--- config.mk ---
export PLATFORM = sky130hd
export DESIGN_NAME = bit_serial_adder_flat
export DESIGN_NICKNAME = d
export VERILOG_FILES = /design/src/rtl/bit_serial_adder_if.sv /design/src/rtl/bit_serial_adder.sv /design/src/flat_wrapper.sv
export SDC_FILE = /design/constraint.sdc
export NUM_CORES = 1
export LEC_CHECK = 0
export BUFFER_PORTS_ARGS = -buffer_cell sky130_fd_sc_hd__clkbuf_2
export CAP_MARGIN = 10
export CORE_MARGIN = 2
export CORE_UTILIZATION = 53
export DETAILED_ROUTE_END_ITERATION = 10
export HOLD_SLACK_MARGIN = 0.1
export PLACE_DENSITY = 0.83
export SLEW_MARGIN = 20
export SYNTH_ARGS = -nofsm -noshare
export SYNTH_HDL_FRONTEND = slang
export SYNTH_SLANG_ARGS = --single-unit
--- constraint.sdc ---
create_clock -name clk -period 1.68 [get_ports clk]
set_clock_uncertainty 0.05 [all_clocks]
set_input_delay 0.168 -clock clk [delete_from_list [all_inputs] [get_ports clk]]
set_output_delay 0.168 -clock clk [all_outputs]
set_load 0.02 [all_outputs]
--- src/rtl/bit_serial_adder_if.sv ---
// Handshake and data bundle for the bit-serial adder.
// The requester drives the master side; the adder is the slave.
interface bit_serial_adder_if #(
  parameter int WIDTH = 8
);
  logic             start;
  logic [WIDTH-1:0] A;
  logic [WIDTH-1:0] B;
  logic             Cin;
  logic             busy;
  logic             done;
  logic [WIDTH-1:0] Sum;
  logic             Cout;

  modport master (
    output start, A, B, Cin,
    input  busy, done, Sum, Cout
  );

  modport slave (
    input  start, A, B, Cin,
    output busy, done, Sum, Cout
  );
endinterface

--- src/rtl/bit_serial_adder.sv ---
// Bit-serial ripple adder: one full-adder stage per clock,
// LSB first, single carry flop, registered result and done pulse.
module bit_serial_adder #(
  parameter int WIDTH = 8
) (
  input  logic              clk,
  input  logic              rst_n,
  bit_serial_adder_if.slave bus
);

  localparam int CW = $clog2(WIDTH + 1);

  typedef enum logic [1:0] {
    IDLE,
    SHIFT,
    DONE
  } state_t;

  state_t           state;
  logic [WIDTH-1:0] ra;
  logic [WIDTH-1:0] rb;
  logic [WIDTH-1:0] rs;
  logic             c;
  logic [CW-1:0]    cnt;

  logic             s;
  logic             c_nxt;
  logic [WIDTH:0]   rs_cat;
  logic [WIDTH-1:0] rs_nxt;
  logic             last;
  logic             unused_rs_lsb;

  // One full-adder stage and the next partial sum.
  // The partial-sum LSB falls off the end and is never read.
  always_comb begin
    s             = ra[0] ^ rb[0] ^ c;
    c_nxt         = (ra[0] & rb[0]) | (c & (ra[0] ^ rb[0]));
    rs_cat        = {s, rs};
    rs_nxt        = rs_cat[WIDTH:1];
    unused_rs_lsb = rs_cat[0];
    last          = (cnt == CW'(WIDTH - 1));
  end

  // Control FSM and datapath registers; all outputs registered.
  always_ff @(posedge clk or negedge rst_n) begin
    if (!rst_n) begin
      state    <= IDLE;
      ra       <= '0;
      rb       <= '0;
      rs       <= '0;
      c        <= 1'b0;
      cnt      <= '0;
      bus.busy <= 1'b0;
      bus.done <= 1'b0;
      bus.Sum  <= '0;
      bus.Cout <= 1'b0;
    end else begin
      unique case (state)
        IDLE, DONE: begin
          bus.done <= 1'b0;
          if (bus.start) begin
            ra       <= bus.A;
            rb       <= bus.B;
            c        <= bus.Cin;
            cnt      <= '0;
            bus.busy <= 1'b1;
            state    <= SHIFT;
          end else begin
            bus.busy <= 1'b0;
            state    <= IDLE;
          end
        end
        SHIFT: begin
          rs  <= rs_nxt;
          ra  <= ra >> 1;
          rb  <= rb >> 1;
          c   <= c_nxt;
          cnt <= cnt + 1'b1;
          if (last) begin
            bus.Sum  <= rs_nxt;
            bus.Cout <= c_nxt;
            bus.busy <= 1'b0;
            bus.done <= 1'b1;
            state    <= DONE;
          end
        end
        default: begin
          bus.busy <= 1'b0;
          bus.done <= 1'b0;
          state    <= IDLE;
        end
      endcase
    end
  end

endmodule
--- src/flat_wrapper.sv ---
// flat-port wrapper written by rule: the top's interface ports become plain ports
module bit_serial_adder_flat 
#(
  parameter int WIDTH = 8
)
  (clk, rst_n, bus_start, bus_A, bus_B, bus_Cin, bus_busy, bus_done, bus_Sum, bus_Cout);
  bit_serial_adder_if #(.WIDTH(WIDTH)) bus_i ();
  input  logic clk;
  input  logic rst_n;
  input wire logic [$bits(bus_i.start)-1:0] bus_start;
  input wire logic [$bits(bus_i.A)-1:0] bus_A;
  input wire logic [$bits(bus_i.B)-1:0] bus_B;
  input wire logic [$bits(bus_i.Cin)-1:0] bus_Cin;
  output wire logic [$bits(bus_i.busy)-1:0] bus_busy;
  output wire logic [$bits(bus_i.done)-1:0] bus_done;
  output wire logic [$bits(bus_i.Sum)-1:0] bus_Sum;
  output wire logic [$bits(bus_i.Cout)-1:0] bus_Cout;
  assign bus_i.start = bus_start;
  assign bus_i.A = bus_A;
  assign bus_i.B = bus_B;
  assign bus_i.Cin = bus_Cin;
  assign bus_busy = bus_i.busy;
  assign bus_done = bus_i.done;
  assign bus_Sum = bus_i.Sum;
  assign bus_Cout = bus_i.Cout;
  bit_serial_adder #(.WIDTH(WIDTH)) u_core (.clk(clk), .rst_n(rst_n), .bus(bus_i));
endmodule
[Yosys cells after proc, flatten, opt, wreduce, memory -nomap -nowiden]
Index checks and enable logic that the tools add are counted.
Cells by class
  $add $sub $neg: 1
  eq/ne operators: 5
  muxes and demuxes: 16
  bitwise gates (word level): 5
  reductions and logical operators: 5
Operators with widths (count)
  8-bit one-hot mux with 2 select lines: 2
  8-bit 2-to-1 mux: 2
  4-bit one-hot mux with 2 select lines: 1
  1-bit 2-to-1 mux: 6
  4-bit by 1-bit adder with 4-bit output (second input constant): 1
  4-bit by 3-bit equality test with 1-bit output (second input constant): 1
  4-bit 2-to-1 mux: 1
  1-bit one-hot mux with 2 select lines: 2
  2-bit one-hot mux with 2 select lines: 1
  2-bit AND reduction: 2
  1-bit AND: 2
  2-bit by 1-bit equality test with 1-bit output (second input constant): 1
  2-bit equality test (second input constant): 1
  2-bit zero test: 1
  2-bit 2-to-1 mux: 1
  2-bit by 1-bit inequality test with 1-bit output (second input constant): 1
  2-bit inequality test (second input constant): 1
  2-bit nonzero test: 1
  2-bit OR reduction: 1
  1-bit bitwise XOR: 2
  1-bit OR: 1
Word-level totals
  register bits after elaboration: 42
  input bits: 20
  output and inout port bits: 11
  logic and storage cells: 42

[Depth between registers and ports, before layout]
  depth in word-level cells: 4
  gate-level depth with buffers: 5

[Worst setup path before layout]
OpenSTA, ideal clock, no wires.
  kind: register to register
  from: register u_core.state[0]
  to: register u_core.bus.Cout
  setup time: 0.128 ns
  data arrival time: 1.341 ns
  data required time: 1.502 ns
  setup slack: 0.162 ns
  stages on the path, launching flop included: 5
  path buffers: 1
  cell sequence: dfrtp_1 nor2b_4 nor3b_2 buf_4 mux2_1
On the way
  longest elaborated chain between the ends: 2
RTL lines
  start, declared: line bit_serial_adder.sv:19  | state_t state;
  start signal, assigned: line bit_serial_adder.sv:47  | state <= IDLE;
  start signal, assigned: line bit_serial_adder.sv:67  | state <= SHIFT;
  start signal, assigned: line bit_serial_adder.sv:70  | state <= IDLE;
  2-bit by 1-bit equality test with 1-bit output: line bit_serial_adder.sv:58  | unique case (state)
  2-bit AND reduction (no line)
  end signal, assigned: line bit_serial_adder.sv:81  | bus.Cout <= c_nxt;
  end, declared: line bit_serial_adder_if.sv:22  | output busy, done, Sum, Cout
No other way between the ends.
A chain may end at the register's enable or synchronous reset.

[Worst setup path after layout]
  from: register u_core.cnt[1]
  to: register u_core.bus.Sum[4]
On the way
  longest elaborated chain between the ends: 2
RTL lines
  start, declared: line bit_serial_adder.sv:24  | logic [CW-1:0] cnt;
  start signal, assigned: line bit_serial_adder.sv:78  | cnt <= cnt + 1'b1;
  4-bit by 3-bit equality test with 1-bit output: line bit_serial_adder.sv:41  | last = (cnt == CW'(WIDTH - 1));
  2-bit AND reduction (no line)
  end signal, assigned: line bit_serial_adder.sv:80  | bus.Sum <= rs_nxt;
  end, declared: line bit_serial_adder_if.sv:22
No other way between the ends.

==> metrics <==
status finished, final reports clean; vias per cell 5.38; Crit Reg-Reg Startpoint u_core.cnt[1]; DP HPWL 1.90 mm; delay-heaviest family, CP flip-flops; Synth area leaders dfrtp_1, mux2_1, a22o_1, a21o_1, buf_4; PwrDens 1740 mW/mm^2; Syn Area/Cell 14.6 sq um; Seq/Total Area, Yosys 0.597; final number of hold-violating endpoints 0; Slew Viols, Final 0; Synth Flop Type dfrtp_1; Relative slew margins 0.667; DRC 0; top-count cell post-synth dfrtp_1; remaining antenna violation count 0; Layout area overhead 26.3%; Final setup viols 0; H-tree Lvls 2; Ports 31; post-synth top area cell dfrtp_1; Mapped Nets 134; Tmin final 1.58 ns; Mapped Cells 112; placed cells 174; GRT overflow 0; die area 0.00355 sq mm; worst hold path class in2async; nature of the critical path startpoint flip-flop; CP max FO 7; antenna violations before repair 0; core area 0.00300 sq mm; #FFs+latches synth 39; vias in the first global route 1072; worst-case reg-to-reg path depth 5; post-synthesis async set-or-reset flop share 1.00; share of cells above drive strength 1 0.275; DIE WIDTH 59.5 microns; Tot GR Track Use 0.187; slowest cell on the critical path dfrtp_1; final wirelength 2.89 mm; hold slack 0.276 ns; First-pass DRT Iterations 4; Root Driver clkbuf_4; post-synthesis cell type count 19; Port Buf Inserts 30; crit path kind reg2reg; Die Span Y 59.5 microns; worst vdd ir 0.703 mV; Clock transition at path regs 0.10 ns; vias 1076; Crit path buffers/inverters 1; Max Cap Viol 0; top cell type's share of synthesized area 0.597; Worst EP arrival 1.74 ns; CTS Buf Count 5; ant diodes 0; Clock Latency Late Sink 0.33 ns; Req. time, crit path 1.84 ns; Routed wire per std cell 14.4 microns; Initial Util 0.545; Final Net Count 190; CTS sink count 39; CTS tree built; YS warnings 0; routability cong. 0.708; Resize count post-CTS 0; Finished Layout Cells 200; Tcrit/Tclk final 0.939; Max Fclk 634 MHz; leakage 0.00110 uW; Commonest cells post-synth dfrtp_1, a22o_1, mux2_1, a21o_1, buf_4; Max stage delay on crit path 0.38 ns; Worst Setup End Kind flip-flop; Worst Tran Pin Value 0.499 ns; first-pass GRT wire length 4.68 mm; Tot Pwr 3600 uW; crit-path cells ha_1 > nand2_1 > nor3b_2 > buf_4 > mux2_1; Synth Cell Area 0.00164 sq mm; number of synthesized flops with an enable pin 0; reg2reg setup slack 0.10 ns; pin count of the biggest net entering global routing 21; row count 20; reg2reg end u_core.bus.Sum[4]; initial DRC count 33; CTS Buffer Depth 2
[layout by cell type, fill, tap and decap left out, drive strengths merged]
master,instances
ha,1
a21o,15
dlygate4sd3,19
nand4,1
nor3b,1
fa,1
dfrtp,39
nand2b,1
nor2,1
buf,7
a22o,19
mux2i,2
nor2b,3
clkbuf,36
nand2,3
mux2,17
o21ai,1
[report_power, final]
part	leakage [uW]	switching, uW	internal (uW)
registers	0.000488	272	1380
clock network	0.0000242	257	149
logic	0.000585	744	796
[flip-flops by register name, summed over array words and instances, names as in the netlist]
signal           cells
u_core.bus.Sum       8
u_core.ra            8
u_core.rb            8
u_core.rs            7
u_core.cnt           4
u_core.state         2
u_core.bus.Cout      1
u_core.c             1
[cell type report]
class / count / area, sq um
Clock buffer: 6 / 41.3
Timing Repair Buffer: 56 / 405
Fill cell: 215 / 937
Sequential cell: 39 / 976
Tap cell: 33 / 41.3
Multi-Input combinational cell: 66 / 602
[worst max path at each step]
| stage | startpoint | to | slack (ns) | cells past startpoint |
|---|---|---|---|---|
| 2_1_floorplan | u_core.state[0] | u_core.bus.Cout | 0.16 | 4 |
| 3_3_place_gp | u_core.cnt[0] | u_core.bus.Sum[0] | 0.18 | 5 |
| 3_5_place_dp | u_core.cnt[0] | u_core.bus.Sum[5] | 0.13 | 5 |
| 4_1_cts | u_core.cnt[1] | u_core.bus.Sum[5] | 0.11 | 5 |
| 5_1_grt | u_core.cnt[1] | u_core.bus.Sum[4] | -0.002 | 5 |
| 6_report | u_core.cnt[1] | u_core.bus.Sum[4] | 0.10 | 5 |
[layer usage]
metal  vias up  GRT usage  wire length [microns]
met5         -          0                      0
met2        17      0.292                   1410
met3         2     0.0721                    115
met4         0     0.0889                     30
li1        525          -                      -
met1       532      0.227                   1330
[repair_timing]
item,in CTS,in global routing
hold buffers,19,0
setup endpoints to repair,0,1
buffers inserted,0,1
hold endpoints to repair,40,0
[kinds of logic (layout without fill, tap and decap cells)]
kind of cell	Yosys count	in the layout	share of synthesized area
buffers and inverters	7	62	0.0352
flip-flops	39	39	0.597
multiplexers	19	19	0.129
AO/OA/AOI/OAI	35	35	0.174
adder cells (fa/ha/maj)	2	2	0.0199
AND/OR/NAND/NOR	10	10	0.0451
[through the flow]
stage | util | setup TNS [ns] | area, sq um | setup WS, ns
after global routing | 0.688 | -0.00226 | 2070 | -0.00226
after floorplan | - | 0 | 1640 | 0.162
final | 0.688 | 0 | 2070 | 0.103
after global placement | 0.608 | 0 | 1830 | 0.179
after CTS | 0.685 | 0 | 2060 | 0.113
after detailed placement | 0.608 | 0 | 1830 | 0.129
No activity file was read; power rests on OpenSTA's default activity.
